`config.mk`:
```
export PLATFORM = sky130hd
export DESIGN_NAME = xmem_stream_ctrl
export DESIGN_NICKNAME = d
export VERILOG_FILES = /design/src/rtl/xmem_stream_ctrl_pkg.sv /design/src/rtl/xmem_stream_ctrl_addr_gen.sv /design/src/rtl/xmem_stream_ctrl.sv
export SDC_FILE = /design/constraint.sdc
export NUM_CORES = 1
export LEC_CHECK = 0
export ABC_AREA = 1
export BUFFER_PORTS_ARGS = -buffer_cell sky130_fd_sc_hd__buf_2
export CORE_AREA = 3 3 104 106
export CTS_CLUSTER_SIZE = 24
export DETAILED_ROUTE_END_ITERATION = 16
export DIE_AREA = 0 0 107 109
export GPL_TIMING_DRIVEN = 0
export PLACE_DENSITY = 0.7
export SLEW_MARGIN = 20
export SYNTH_ARGS = -nofsm -noshare
export SYNTH_HDL_FRONTEND = slang
export SYNTH_SLANG_ARGS = --single-unit
```
`constraint.sdc`:
```
create_clock -name clk -period 4.99 [get_ports clk]
set_clock_uncertainty 0.1 [all_clocks]
set_input_delay 0.2495 -clock clk [delete_from_list [all_inputs] [get_ports clk]]
set_output_delay 0.2495 -clock clk [all_outputs]
set_load 0.02 [all_outputs]
```
`src/rtl/xmem_stream_ctrl_pkg.sv`:
```
// Shared types and constants for the xmem stream controller.
// Holds the FSM encoding, active-low strobe levels and instruction-bundle field positions.
package xmem_stream_ctrl_pkg;

  typedef enum logic [1:0] {
    ST_IDLE = 2'd0,
    ST_LOAD = 2'd1,
    ST_READ = 2'd2,
    ST_FIN  = 2'd3
  } state_t;

  localparam logic CEN_ACTIVE = 1'b0;
  localparam logic CEN_IDLE   = 1'b1;
  localparam logic WEN_WRITE  = 1'b0;
  localparam logic WEN_READ   = 1'b1;

  // Where the xmem control fields sit inside the 36-bit core instruction bundle.
  localparam int INST_A_XMEM_LSB   = 7;
  localparam int INST_A_XMEM_MSB   = 17;
  localparam int INST_WEN_XMEM_BIT = 18;
  localparam int INST_CEN_XMEM_BIT = 19;

endpackage

```
`src/rtl/xmem_stream_ctrl_addr_gen.sv`:
```
// Address generator shared by the load and read paths: captures base/len on start,
// counts accesses and produces the wrapped address plus remaining/last flags.
module xmem_addr_gen
  import xmem_stream_ctrl_pkg::*;
#(
  parameter int addr_width = 11
) (
  input  logic                  clk,
  input  logic                  reset,
  input  logic                  i_start,
  input  logic [addr_width-1:0] i_base,
  input  logic [addr_width:0]   i_len,
  input  logic                  i_inc,
  output logic [addr_width-1:0] o_addr,
  output logic                  o_more,
  output logic                  o_last
);

  logic [addr_width-1:0] r_base;
  logic [addr_width:0]   r_cnt;
  logic [addr_width:0]   r_len;
  logic [addr_width:0]   w_cnt_inc;

  always_ff @(posedge clk or posedge reset) begin
    if (reset) begin
      r_base <= '0;
      r_cnt  <= '0;
      r_len  <= '0;
    end else if (i_start) begin
      r_base <= i_base;
      r_len  <= i_len;
      r_cnt  <= '0;
    end else if (i_inc) begin
      r_cnt <= w_cnt_inc;
    end
  end

  assign w_cnt_inc = r_cnt + 1'b1;

  // Dropping the counter MSB makes the address wrap modulo the array depth.
  assign o_addr = r_base + r_cnt[addr_width-1:0];
  assign o_more = (r_cnt < r_len);
  assign o_last = (w_cnt_inc == r_len);

endmodule

```
`src/rtl/xmem_stream_ctrl.sv`:
```
// Input-SRAM sequencer: streams host words into consecutive xmem addresses (load)
// and replays a programmed address range toward the corelet with Q-valid flags (read).
module xmem_stream_ctrl
  import xmem_stream_ctrl_pkg::*;
#(
  parameter int bw         = 4,
  parameter int row        = 8,
  parameter int addr_width = 11
) (
  input  logic                  clk,
  input  logic                  reset,
  input  logic                  start_load,
  input  logic                  start_read,
  input  logic [addr_width-1:0] base_addr,
  input  logic [addr_width:0]   len,
  input  logic                  abort,
  input  logic                  in_valid,
  output logic                  in_ready,
  input  logic [bw*row-1:0]     in_data,
  input  logic                  rd_pause,
  output logic [bw*row-1:0]     D_xmem,
  output logic [addr_width-1:0] A_xmem,
  output logic                  CEN_xmem,
  output logic                  WEN_xmem,
  output logic                  q_valid,
  output logic                  q_last,
  output logic                  busy,
  output logic                  done
);

  state_t r_state;
  state_t w_state_next;

  logic                  w_start;
  logic                  w_hs;
  logic                  w_issue;
  logic                  w_fin_exit;
  logic                  w_abort;
  logic [addr_width-1:0] w_addr;
  logic                  w_more;
  logic                  w_last;

  logic [bw*row-1:0]     r_data;
  logic [addr_width-1:0] r_addr;
  logic                  r_cen;
  logic                  r_wen;
  logic                  r_rd_last;
  logic                  r_q_valid;
  logic                  r_q_last;
  logic                  r_done;

  xmem_addr_gen #(
    .addr_width(addr_width)
  ) u_addr_gen (
    .clk    (clk),
    .reset  (reset),
    .i_start(w_start),
    .i_base (base_addr),
    .i_len  (len),
    .i_inc  (w_hs | w_issue),
    .o_addr (w_addr),
    .o_more (w_more),
    .o_last (w_last)
  );

  always_ff @(posedge clk or posedge reset) begin
    if (reset) begin
      r_state <= ST_IDLE;
    end else begin
      r_state <= w_state_next;
    end
  end

  always_comb begin
    w_state_next = r_state;
    w_start      = 1'b0;
    w_hs         = 1'b0;
    w_issue      = 1'b0;
    w_fin_exit   = 1'b0;
    unique case (r_state)
      ST_IDLE: begin
        if (start_load || start_read) begin
          w_start = 1'b1;
          if (len == '0) begin
            w_state_next = ST_FIN;
          end else if (start_load) begin
            w_state_next = ST_LOAD;
          end else begin
            w_state_next = ST_READ;
          end
        end
      end
      ST_LOAD: begin
        if (abort) begin
          w_state_next = ST_IDLE;
        end else if (in_valid) begin
          w_hs = 1'b1;
          if (w_last) w_state_next = ST_FIN;
        end
      end
      ST_READ: begin
        if (abort) begin
          w_state_next = ST_IDLE;
        end else if (!rd_pause && w_more) begin
          w_issue = 1'b1;
          if (w_last) w_state_next = ST_FIN;
        end
      end
      ST_FIN: begin
        // A read still on the bus needs one more cycle for its q_valid before done.
        if (abort) begin
          w_state_next = ST_IDLE;
        end else if (!(r_cen == CEN_ACTIVE && r_wen == WEN_READ)) begin
          w_fin_exit   = 1'b1;
          w_state_next = ST_IDLE;
        end
      end
      default: w_state_next = ST_IDLE;
    endcase
  end

  assign w_abort = abort && (r_state != ST_IDLE);

  always_ff @(posedge clk or posedge reset) begin
    if (reset) begin
      r_cen     <= CEN_IDLE;
      r_wen     <= WEN_READ;
      r_addr    <= '0;
      r_data    <= '0;
      r_rd_last <= 1'b0;
      r_q_valid <= 1'b0;
      r_q_last  <= 1'b0;
      r_done    <= 1'b0;
    end else begin
      r_cen     <= CEN_IDLE;
      r_wen     <= WEN_READ;
      r_rd_last <= 1'b0;
      if (w_hs) begin
        r_cen  <= CEN_ACTIVE;
        r_wen  <= WEN_WRITE;
        r_addr <= w_addr;
        r_data <= in_data;
      end else if (w_issue) begin
        r_cen     <= CEN_ACTIVE;
        r_addr    <= w_addr;
        r_rd_last <= w_last;
      end
      r_q_valid <= (r_cen == CEN_ACTIVE) && (r_wen == WEN_READ);
      r_q_last  <= r_rd_last && !w_abort;
      r_done    <= w_fin_exit;
    end
  end

  assign D_xmem   = r_data;
  assign A_xmem   = r_addr;
  assign CEN_xmem = r_cen;
  assign WEN_xmem = r_wen;
  assign q_valid  = r_q_valid;
  assign q_last   = r_q_last;
  assign done     = r_done;
  assign in_ready = (r_state == ST_LOAD);
  assign busy     = (r_state != ST_IDLE);

endmodule

```
======== Word-level counts from Yosys, hierarchy flattened ========
Index checks and enable logic that the tools add are counted.
storage, ports and cells
  register bits ........................... 86
  bits of input ports ..................... 62
cells by class
  add/subtract/negate cells ............... 2
  order comparisons ....................... 1
  eq/ne operators ......................... 8
  muxes and demuxes ....................... 31
  bitwise operators ....................... 2
  reduce and logical (&&, ||, !) cells .... 13
operators with widths
  kind                                           number
  two-way mux 12 bit                             2
  two-way mux 11 bit                             2
  two-way mux 2 bit                              10
  two-way mux 1 bit                              16
  adder 12 x 1 -> 12 bit, second input constant  1
  == test 12 bit                                 1
  zero test 12 bit                               1
  less-than comparator 12 bit                    1
  adder 11 bit                                   1
  != test 3 bit, second input constant           3
  one-hot mux 2 bit (4 select lines)             1
  nonzero test 2 bit                             3
  == test 2 bit, second input constant           2
  logical AND 1 bit                              4
  AND reduction 4 bit                            1
  == test 2 x 1 -> 1 bit, second input constant  1
  zero test 1 bit                                2
  zero test 2 bit                                1
  != test 2 bit, second input constant           1
  logical OR 1 bit                               1
  NOT 1 bit                                      1
  OR 1 bit                                       1

======== Longest topological paths before layout ========
Gate-level depths: netlist of the first run.
  word-level depth ........................ 8
  depth in mapped cells ................... 15
  gate-level depth less buffers ........... 15

======== Cells and area by module ========
A second synthesis of the first run with hierarchy kept.
unflattened totals
  cells, all modules ...................... 582
  area total of the unflattened synthesis .. 4594.4 µm²
modules (own cells, without submodules)
  module            times used  cells each  area an instance (µm²)  seq. area each (µm²)
  xmem_addr_gen     1           335         2469.9                  875.8
  xmem_stream_ctrl  1           247         2124.5                  1278.7

======== Worst setup path before layout of the first run ========
Ideal clock, no wire load.
  kind .................................... reg2reg
  from .................................... register u_addr_gen.r_cnt[1]
  to ...................................... register r_addr[10], in the netlist A_xmem[10]
  setup time .............................. 126 ps
  arrival time ............................ 1788 ps
  path slack .............................. 2976 ps
  cell stages (with the launch flop) ...... 14
  buffers on the path ..................... 0
  period minus slack after synthesis ...... 2014 ps
  cell sequence ........................... dfrtp_1 > inv_1 > fa_1 > nand3b_1 > nand2_1 > nand2_1 > nand2_1 > nand2_1 > a21oi_1 > nand2_1 > nand2_1 > nand2_1 > nand2_1 > o21ai_0
on the way
  cells in the longest elaborated chain, start to end .. 6
RTL lines
  element                       RTL line                         text
  start: declaration            xmem_stream_ctrl_addr_gen.sv:20  logic [addr_width:0] r_cnt;
  start signal: assignment      xmem_stream_ctrl_addr_gen.sv:34  r_cnt <= w_cnt_inc;
  less-than comparator 12 bit   xmem_stream_ctrl_addr_gen.sv:42  assign o_more = (r_cnt < r_len);
  logical AND 1 bit             xmem_stream_ctrl.sv:104          end else if (!rd_pause && w_more) begin
  two-way mux 1 bit             xmem_stream_ctrl.sv:104
  two-way mux 1 bit             xmem_stream_ctrl.sv:102          if (abort) begin
  two-way mux 1 bit             xmem_stream_ctrl.sv:80           unique case (r_state)
  nonzero test 2 bit (no line)  --
  end signal: assignment        xmem_stream_ctrl.sv:141          r_addr <= w_addr;
  end signal: assignment        xmem_stream_ctrl.sv:145          r_addr <= w_addr;
  end: declaration              xmem_stream_ctrl.sv:44           logic [addr_width-1:0] r_addr;
Parallel ways exist; a longest one is shown, timed or not. The select of a mux whose other input is x is not followed.
A chain may end at the register's enable or synchronous reset.

======== Worst setup path in the final report of the first run ========
  from .................................... register u_addr_gen.r_cnt[0]
  to ...................................... register r_addr[8], in the netlist A_xmem[8]
Same word-level chain as after synthesis.

==> flow_summary_export.csv, run 1 <==
group,metric,value,unit
run,cap_viol_max_count,0,
die,ios,112,
cts,clock_latency,0.37,ns
sta,setup_viol,0,
routing,ant_nets,0,
grt,grt_overflow,0,
setup_path,r2r-end,"A_xmem[8]$_DFFE_PP0P_",
hold_path,min_to,"u_addr_gen.r_base[5]$_DFFE_PP0P_",
setup_path,start_kind,"register",
die,dieArea,11700,µm²
placement,detailed_place_hpwl,8.64,mm
final_layout,layout.nets,733,
routing,wl_per_cell,15.0,µm
grt,track_usage,21.0,%
power_and_ir_drop,ir_worst_vdd,0.316,mV
setup_path,path_cells,"buf_2, inv_2, ha_1, o21bai_1, nand3_1, a21oi_1, nor2_1, nand3_1, nand2_2, inv_2, buf_2, nand2_1, o21ai_1",
cts,cts_tree,"yes",
yosys,syn_nets,582,
power_and_ir_drop,swShare,45.7,%
sta,drv_slew,0,
sta,fin_crit,2.42,ns
cts,cts_resized,0,
die,rows,36,
cts,path_clk_slew,0.09,ns
cts,clock_path_buffers,2,
routing,vias_per_cell,5.10,
yosys,yosysUniqueCellTypes,35,
power_and_ir_drop,power.switching,1620,µW
yosys,synth-seq-cells,86,
yosys,synthTopCellsByArea,"dfrtp_1 (46%), mux2_2 (11%), nand2_1 (8.4%), ha_1 (7.4%), inv_1 (3.7%)",
yosys,yosysTopAreaCell,"dfrtp_1",
cts,hold_buffers,28,
power_and_ir_drop,total_leakage_power,0.00297,µW
sta,fmax,413,MHz
placement,port_buffers,111,
setup_path,worst-setup-path-type,"register to register",
final_layout,area_growth,26.7,%
setup_path,worst-path-max-fanout,10,
routing,drt-total-wl,11.7,mm
routing,num_vias,3980,
cts,clock_sinks,86,
yosys,syn-instance-count,492,
setup_path,worstPathArrival,2.61,ns
setup_path,critPathRequiredTime,5.18,ns
setup_path,slowest_delay,0.43,ns
hold_path,holdPathStages,2,
final_layout,fin_util,58.3,%
routing,remaining_drc_errors,0,
final_layout,num_antenna_cells,0,
yosys,synth_warnings,0,
power_and_ir_drop,power_frac_seq,35.9,%
setup_path,r2r_start,"u_addr_gen.r_cnt[0]$_DFFE_PP0P_",
yosys,synth_top_area_share,46.3,%
hold_path,hold_start,"base_addr[5]",
sta,post-route-period-util,48.6,%
die,initial_core_util,46.0,%
yosys,avgSynthCellArea,9.23,µm²
cts,postCtsSetupBuffers,0,
yosys,ys_seq_area_share,47.5,%
setup_path,reg2regPathDepth,13,
setup_path,end_kind,"register",
die,die_x,107,µm
placement,place_congestion,0.881,
final_layout,drive_above_1_share,30.7,%
grt,grt_antenna_before_repair,0,
power_and_ir_drop,p_int,1930,µW
sta,fin_tns_setup,0,ns
cts,cts_buffers,9,
die,coreArea,9860,µm²
routing,dr.pass1.iters,5,
sta,slew_headroom,62.9,%
setup_path,r2r_slack,2.57,ns
die,die_h,109,µm
setup_path,cp_slowest_cell,"dfrtp_1",
sta,rsz0062_at_grt,"no",
power_and_ir_drop,clockPowerShare,13.1,%
cts,htree_levels,3,
routing,drt_first_iter_violations,181,
grt,grt_pass1_wl,19.4,mm
power_and_ir_drop,powerDensity,617,nW/µm²
cts,cts-root-buf,"clkbuf_8",
yosys,netlist_area,4540,µm²
outcome,status,"complete, no violations",
power_and_ir_drop,combPwrFrac,50.9,%
sta,worst_pin_slew,0.551,ns
sta,hold_viol_final,0,
hold_path,hp-class,"input pin to register",
grt,grt_pass1_vias,4164,
grt,grt_max_degree,48,
## worst max path at each step
stage,end,slack (ns),start,cells past startpoint
after CTS,A_xmem[8]$_DFFE_PP0P_,2.54,u_addr_gen.r_cnt[0]$_DFFE_PP0P_,13
after global routing,u_addr_gen.r_cnt[0]$_DFFE_PP0P_,2.28,u_addr_gen.r_cnt[5]$_DFFE_PP0P_,13
after detailed placement,A_xmem[10]$_DFFE_PP0P_,2.57,u_addr_gen.r_cnt[0]$_DFFE_PP0P_,13
after global placement,u_addr_gen.r_len[1]$_DFFE_PP0P_,1.45,reset,2
after floorplan,A_xmem[0]$_DFFE_PP0P_,2.42,reset,1
final,A_xmem[8]$_DFFE_PP0P_,2.57,u_addr_gen.r_cnt[0]$_DFFE_PP0P_,13
## cell usage in the layout (no fill, tap or decap), types with 5 or more instances in the layout
cell type      instances
inv_1                 44
clkbuf_8               9
a21oi_1               29
ha_1                  27
nand4_1                5
dlygate4sd3_1         28
buf_2                120
nor2_1                44
mux2_2                43
nand2_2                6
nand3_1               33
dfrtp_1               84
o21ai_0               17
nand2_1              102
o21ai_1                6
## Yosys cell counts
library cell    n
nand2_1       102
dfrtp_1        84
inv_1          45
nor2_1         44
mux2_2         43
nand3_1        33
a21oi_1        29
ha_1           27
o21ai_0        17
buf_2           9
nand2_2         6
o21ai_1         6
nand4_1         5
clkbuf_1        4
nor2_2          4
xnor2_1         4
nor2_4          3
nor4_1          3
o21bai_1        3
xor2_1          3
dfstp_2         2
inv_2           2
nand3b_1        2
a211o_1         1
a211oi_1        1
a21boi_0        1
a21o_1          1
a221oi_1        1
a31oi_1         1
fa_1            1
nand3_2         1
nor3_1          1
o211a_1         1
o221ai_1        1
o311ai_0        1
## per-layer routing
layer  part of all wire, %  routed length (µm)  track usage (%)  vias up
li1                      -                   -                -     1939
met1                    43                5090             26.2     1876
met2                    49                5700             36.1      141
met3                   6.0                 707             4.97       24
met4                   2.1                 244             7.03        0
met5                     0                   0                0        -
## per-stage QoR
step / std cells / hold slack (ns) / instance area (µm²) / worst slack (ns) / total power [µW]
after global placement: 736 / 0.365 / 5260 / 1.45 / 2990
after CTS: 781 / 0.000232 / 5750 / 2.54 / 3560
after detailed placement: 737 / 0.241 / 5290 / 2.57 / 3060
after global routing: 781 / 0.00180 / 5750 / 2.28 / 3840
after floorplan: 492 / 0.254 / 4540 / 2.42 / 2510
final: 781 / 0.0219 / 5750 / 2.57 / 3550
## power by group through the flow
stage	Sequential [µW]	Clock, µW	Combinational (µW)
after floorplan	1440	0	1070
after CTS	1270	481	1810
after detailed placement	1280	0	1780
after global routing	1310	505	2030
after global placement	1260	0	1730
final	1270	466	1810
## sequential cells by signal (all words and copies together) (netlist names)
signal and flops:
D_xmem 32, u_addr_gen.r_cnt 12, u_addr_gen.r_len 12, A_xmem 11, u_addr_gen.r_base 11, r_state 2, CEN_xmem 1, WEN_xmem 1
done 1, q_last 1, q_valid 1, r_rd_last 1
## area by class of cell
type | instances | area [µm²]
buffer | 13 | 60.1
clock buffer | 9 | 124
clock inverter | 7 | 56.3
fill | 875 | 4110
inverter | 47 | 179
multi-input combinational | 346 | 2150
sequential | 86 | 2150
tap | 133 | 166
timing repair buffer | 140 | 863
## cell families (layout without fill, tap and decap cells)
kind of cell	count (synthesis)	count (layout)	share of synthesized area, %
AOI/OAI and AO/OA	64	64	7.85
xor gates and xnor gates	7	7	1.35
adders and majority gates	28	28	7.88
buffers and inverters	60	216	5.21
DFF	86	86	47.5
muxes	43	43	10.7
and+or+nand+nor	204	204	19.6
## worst max-delay path: cells and delay by family (launching register included)
kind	cells	cell delay, ns
buffers and inverters	4	0.71
AND/OR/NAND/NOR	5	0.50
flip-flops	1	0.43
AO/OA/AOI/OAI	3	0.42
adder cells (fa/ha/maj)	1	0.18
Power figures use the tool's default switching activity.
==> inputs of run 2 (changes only) <==
- PLACE_DENSITY: 0.7 -> 0.73
- clock period: 4.99 -> 2.1 ns (I/O delays scaled with it)
==> run 2 against run 1 <==
The flow now finishes with violations (setup timing). Sequential share of layout area decreased by 6.0 points. Critical endpoint is now A_xmem[10]$_DFFE_PP0P_. Sequential power rose by 140%. Clock power rose to 2.8 times the previous value. Highest routed layer unchanged. Utilization grew 12 points. Total power grew to 2.9 times the previous value. Critical path depth grew 1.
==> flow_summary_export.csv, run 2 (synthesis gave the netlist of run 1 again) <==
group,metric,value,unit
routing,wl_per_cell,17.6,µm
power_and_ir_drop,power.switching,4580,µW
power_and_ir_drop,powerDensity,1480,nW/µm²
power_and_ir_drop,p_int,5620,µW
final_layout,final-instance-count-excl-fill,848,
grt,grt_max_degree,34,
power_and_ir_drop,total_power,10200,µW
setup_path,worst-setup-path-type,"register to register",
routing,dr.pass1.iters,5,
outcome,status,"complete, but fails checks",
grt,grt_pass1_wl,21.6,mm
routing,vias_per_cell,5.36,
die,rows,36,
power_and_ir_drop,power_frac_seq,30.3,%
routing,ant_nets,0,
die,die_h,109,µm
power_and_ir_drop,clockPowerShare,12.6,%
die,coreArea,9860,µm²
final_layout,drive_above_1_share,44.9,%
power_and_ir_drop,swShare,44.9,%
setup_path,slowest_delay,0.41,ns
power_and_ir_drop,ir_worst_vdd,0.881,mV
die,die_x,107,µm
sta,fin_crit,2.26,ns
placement,port_buffers,111,
cts,clock_latency,0.37,ns
setup_path,critPathRequiredTime,2.25,ns
cts,path_clk_slew,0.09,ns
sta,worst_pin_slew,0.810,ns
sta,fin_tns_setup,-2.29,ns
cts,clock_sinks,86,
setup_path,cp_slowest_cell,"dfrtp_1",
placement,dp_cells,738,
setup_path,cp.buffers_inverters,1,
sta,hold_viol_final,0,
final_layout,final_common_cell,"buf_2",
die,ios,112,
final_layout,final_cell_mix,"buf_2 (114), nand2_1 (79), dfrtp_1 (74)",
setup_path,r2r_start,"u_addr_gen.r_cnt[0]$_DFFE_PP0P_",
setup_path,crit_family,"simple AND/OR/NAND/NOR gates",
setup_path,endpoint,"A_xmem[10]$_DFFE_PP0P_",
sta,fmax,442,MHz
die,dieArea,11700,µm²
setup_path,path_cells,"ha_2, inv_2, fa_2, nand3b_1, nand2_1, nand2_2, nand2_2, nand2_2, a21oi_2, nand2_1, nand2_2, nand2_1, nand2_1, o21ai_1",
sta,worst_slack,-0.160,ns
setup_path,end_kind,"register",
routing,drt_first_iter_violations,382,
setup_path,start_kind,"register",
sta,slew_headroom,45.5,%
setup_path,worst-path-max-fanout,2,
final_layout,final_cell_area,6900,µm²
setup_path,r2r_slack,-0.16,ns
grt,track_usage,23.8,%
placement,detailed_place_hpwl,9.01,mm
grt,grt_antenna_before_repair,0,
final_layout,layout.nets,800,
sta,drv_slew,0,
sta,setup_viol,27,
setup_path,cp_num_cells,14,
cts,cts_tree,"yes",
grt,grt_pass1_vias,4534,
routing,drt-total-wl,14.9,mm
grt,grt_overflow,0,
setup_path,worstPathArrival,2.41,ns
final_layout,area_growth,51.9,%
run,cap_viol_max_count,0,
sta,rsz0062_at_grt,"yes",
placement,placed_cell_area,5310,µm²
outcome,violations,"setup timing",
routing,num_vias,4545,
setup_path,reg2regPathDepth,14,
power_and_ir_drop,combPwrFrac,57.1,%
die,initial_core_util,46.0,%
routing,remaining_drc_errors,0,
cts,htree_levels,3,
sta,post-route-period-util,108,%
setup_path,startpoint,"u_addr_gen.r_cnt[0]$_DFFE_PP0P_",
cts,cts-root-buf,"clkbuf_8",
setup_path,r2r-end,"A_xmem[10]$_DFFE_PP0P_",
final_layout,num_antenna_cells,0,
final_layout,fin_util,69.9,%
power_and_ir_drop,total_leakage_power,0.00334,µW
cts,clock_path_buffers,2,
cts,cts_buffers,9,
placement,place_congestion,0.883,
hold_path,hp-class,"input pin to register",
final_layout,largest_reg_flops,32,
-- run 2: worst min path at each step --
stage | from | to | slack [ns] | cells after the start
final | start_load | r_state[1]$_DFFE_PP0P_ | 0.12 | 6
after global routing | start_load | r_state[1]$_DFFE_PP0P_ | 0.16 | 6
after CTS | start_load | r_state[1]$_DFFE_PP0P_ | 0.06 | 6
after detailed placement | reset | D_xmem[1]$_DFFE_PP0P_ | 0.07 | 2
after global placement | in_data[22] | D_xmem[22]$_DFFE_PP0P_ | 0.24 | 2
after floorplan | abort | q_last$_DFF_PP0_ | 0.11 | 1
-- run 2: through the flow --
stage | setup slack, ns | hold WS (ns)
after floorplan | 0.0860 | 0.109
after global placement | -0.311 | 0.237
after detailed placement | -0.354 | 0.0744
after CTS | -0.0440 | 0.0627
after global routing | -0.234 | 0.163
final | -0.160 | 0.118
-- run 2: repair_timing --
action / 4_1_cts / 5_1_grt
hold endpoints to repair: 80 / 0
pin swaps: 7 / 26
endpoints found under the setup margin: 38 / 45
setup buffers: 15 / 17
hold buffers: 58 / 0
gates cloned: 1 / 3
resized for setup: 38 / 111
-- run 2: layout make-up --
class,count,area [µm²]
fill,676,2970
inverter,47,195
timing repair buffer,207,1520
multi-input combinational,346,2530
tap,133,166
clock buffer,12,135
clock inverter,4,72.6
buffer,13,115
sequential,86,2170
-- run 2: power groups by stage --
| stage | Clock, µW | Combinational (µW) | Sequential, µW |
|---|---|---|---|
| 2_1_floorplan | 0 | 2550 | 3420 |
| 3_3_place_gp | 0 | 4110 | 3020 |
| 3_5_place_dp | 0 | 4250 | 3050 |
| 4_1_cts | 1290 | 4720 | 2970 |
| 5_1_grt | 1370 | 6330 | 3170 |
| 6_report | 1290 | 5820 | 3090 |
-- run 2: metal layers --
metal	vias up	global-route usage, %	share of wire (%)
li1	2075	-	-
met1	2180	27.8	38
met2	246	41.0	50
met3	44	7.76	9.3
met4	0	9.13	3.3
met5	-	0	0
-- run 2: worst reg2reg max path: cells and delay by family (launching register included) --
family	cells	cell delay, ns
AO/OA/AOI/OAI	2	0.23
adder cells (fa/ha/maj)	2	0.55
buffers and inverters	1	0.06
flip-flops	1	0.41
AND/OR/NAND/NOR	9	0.79
==> inputs of run 3 (changes only) <==
- HOLD_SLACK_MARGIN: not set -> 0.08
- PLACE_DENSITY: 0.73 -> 0.7
- clock period: 2.1 -> 2.95 ns (I/O delays scaled with it)
==> run 3 against run 2 <==
The run now ends clean. Register-to-register slack better by 0.68 ns. Final area down 12%. Utilization down 8.6 points. Non-clock buffer count decreased by 37. Largest cell class is now sequential cells. Highest routed layer unchanged.
==> flow_summary_export.csv, run 3 (synthesis gave the netlist of run 1 again) <==
group,metric,value,unit
outcome,status,"complete, no violations",
final_layout,final_cell_area,6050,µm²
run,cap_viol_max_count,0,
routing,drt_first_iter_violations,211,
routing,top_layer,"met4",
sta,hold_viol_final,0,
setup_path,r2r_start,"u_addr_gen.r_cnt[0]$_DFFE_PP0P_",
final_layout,fin_util,61.4,%
placement,dp_cells,737,
die,dieArea,11700,µm²
routing,vias_per_cell,5.09,
power_and_ir_drop,total_leakage_power,0.00309,µW
cts,cts-root-buf,"clkbuf_8",
cts,path_clk_slew,0.10,ns
hold_path,hp-class,"input pin to register",
cts,clock_latency,0.37,ns
routing,num_vias,4132,
die,initial_core_util,46.0,%
routing,remaining_drc_errors,0,
grt,track_usage,22.2,%
hold_path,hold_start,"start_load",
routing,wl_met1,5.20,mm
cts,cts_resized,0,
cts,cts_buffers,9,
setup_path,reg2regPathDepth,13,
sta,slew_headroom,62.2,%
die,rows,36,
setup_path,cp_num_cells,13,
placement,port_buffers,111,
setup_path,crit_family,"buffers and inverters",
setup_path,worst-setup-path-type,"register to register",
placement,detailed_place_hpwl,8.64,mm
hold_path,holdPathStages,6,
grt,grt_overflow,0,
sta,rsz0062_at_grt,"no",
cts,postCtsSetupBuffers,0,
die,ios,112,
setup_path,cp_slowest_cell,"dfrtp_1",
final_layout,final_cell_mix,"buf_2 (120), nand2_1 (102), dfrtp_1 (84)",
setup_path,worstPathArrival,2.62,ns
setup_path,end_kind,"register",
sta,fin_tns_setup,0,ns
hold_path,min_to,"r_state[1]$_DFFE_PP0P_",
final_layout,final-instance-count-excl-fill,811,
final_layout,num_antenna_cells,0,
sta,worst_pin_slew,0.562,ns
power_and_ir_drop,ir_worst_vdd,0.560,mV
grt,grt_max_degree,48,
routing,drt-total-wl,12.4,mm
setup_path,cp.buffers_inverters,4,
die,die_x,107,µm
cts,hold_buffers,58,
die,die_h,109,µm
final_layout,drive_above_1_share,29.4,%
setup_path,start_kind,"register",
grt,grt_pass1_wl,20.4,mm
sta,drv_slew,0,
routing,routed-wl-met2,6.22,mm
sta,hold-worst-slack,0.164,ns
setup_path,critPathRequiredTime,3.15,ns
routing,ant_nets,0,
routing,wl_met3,737,µm
sta,setup_viol,0,
setup_path,slowest_delay,0.43,ns
sta,fmax,412,MHz
final_layout,layout.nets,763,
setup_path,r2r_slack,0.52,ns
cts,htree_levels,3,
cts,clock_path_buffers,2,
sta,post-route-period-util,82.3,%
routing,dr.pass1.iters,5,
placement,placed_cell_area,5290,µm²
routing,wl_per_cell,15.3,µm
setup_path,cpMostUsedCell,"nor2_1",
final_layout,area_growth,33.3,%
cts,clock_sinks,86,
final_layout,largest_reg_flops,32,
grt,grt_antenna_before_repair,0,
setup_path,path_cells,"buf_2, inv_2, ha_1, o21bai_1, nand3_1, a21oi_1, nor2_1, nand3_1, nand2_2, inv_2, buf_2, nor2_1, nor2_1",
sta,fin_crit,2.43,ns
placement,place_congestion,0.881,
die,coreArea,9860,µm²
setup_path,r2r-end,"u_addr_gen.r_cnt[6]$_DFFE_PP0P_",
final_layout,final_common_cell,"buf_2",
cts,cts_tree,"yes",
grt,grt_pass1_vias,4307,
power_and_ir_drop,powerDensity,1000,nW/µm²
setup_path,worst-path-max-fanout,10,
[run 3: cell count changes in the layout (fill, tap and decap cells not counted), moves of 11 or more]
cell	change
nand2_2	-18
nand2_1	+23
nor2_1	+11
buf_4	-28
o21ai_0	+15
[run 3: report_power, final]
part	leakage [µW]	internal, µW	switching (µW)	total, µW
registers	0.00105	1730	440	2170
logic	0.00195	1240	1860	3110
clock network	0.0000959	318	470	788
[run 3: through the flow]
stage / total power [µW] / setup slack (ns)
2_1_floorplan: 4250 / 0.484
3_3_place_gp: 5060 / -0.493
3_5_place_dp: 5180 / 0.531
4_1_cts: 6060 / 0.502
5_1_grt: 6550 / 0.238
6_report: 6060 / 0.523
[run 3: per-layer routing]
metal,GRT usage (%),vias up
met5,0,-
met4,7.03,0
met3,4.85,30
met2,39.3,159
met1,27.1,1946
li1,-,1997
[run 3: layout make-up]
cell class	instances	area [µm²]
Sequential cell	86	2150
Timing Repair Buffer	170	1160
Fill cell	843	3810
Inverter	47	179
Tap cell	133	166
Multi-Input combinational cell	346	2150
Clock buffer	9	124
Clock inverter	7	56.3
Buffer	13	60.1
[run 3: worst reg2reg max path: cells and delay by family (launching register included)]
family,cells,cell delay (ns)
buffers and inverters,4,0.69
and+or+nand+nor,6,0.61
DFF,1,0.43
AOI/OAI and AO/OA,2,0.33
adders and majority gates,1,0.18
[run 3: worst max path at each step]
stage | from | slack [ns] | to
2_1_floorplan | reset | 0.48 | A_xmem[0]$_DFFE_PP0P_
6_report | u_addr_gen.r_cnt[0]$_DFFE_PP0P_ | 0.52 | u_addr_gen.r_cnt[6]$_DFFE_PP0P_
5_1_grt | u_addr_gen.r_cnt[5]$_DFFE_PP0P_ | 0.24 | u_addr_gen.r_cnt[0]$_DFFE_PP0P_
3_5_place_dp | u_addr_gen.r_cnt[0]$_DFFE_PP0P_ | 0.53 | A_xmem[10]$_DFFE_PP0P_
3_3_place_gp | reset | -0.49 | u_addr_gen.r_len[1]$_DFFE_PP0P_
4_1_cts | u_addr_gen.r_cnt[0]$_DFFE_PP0P_ | 0.50 | A_xmem[8]$_DFFE_PP0P_
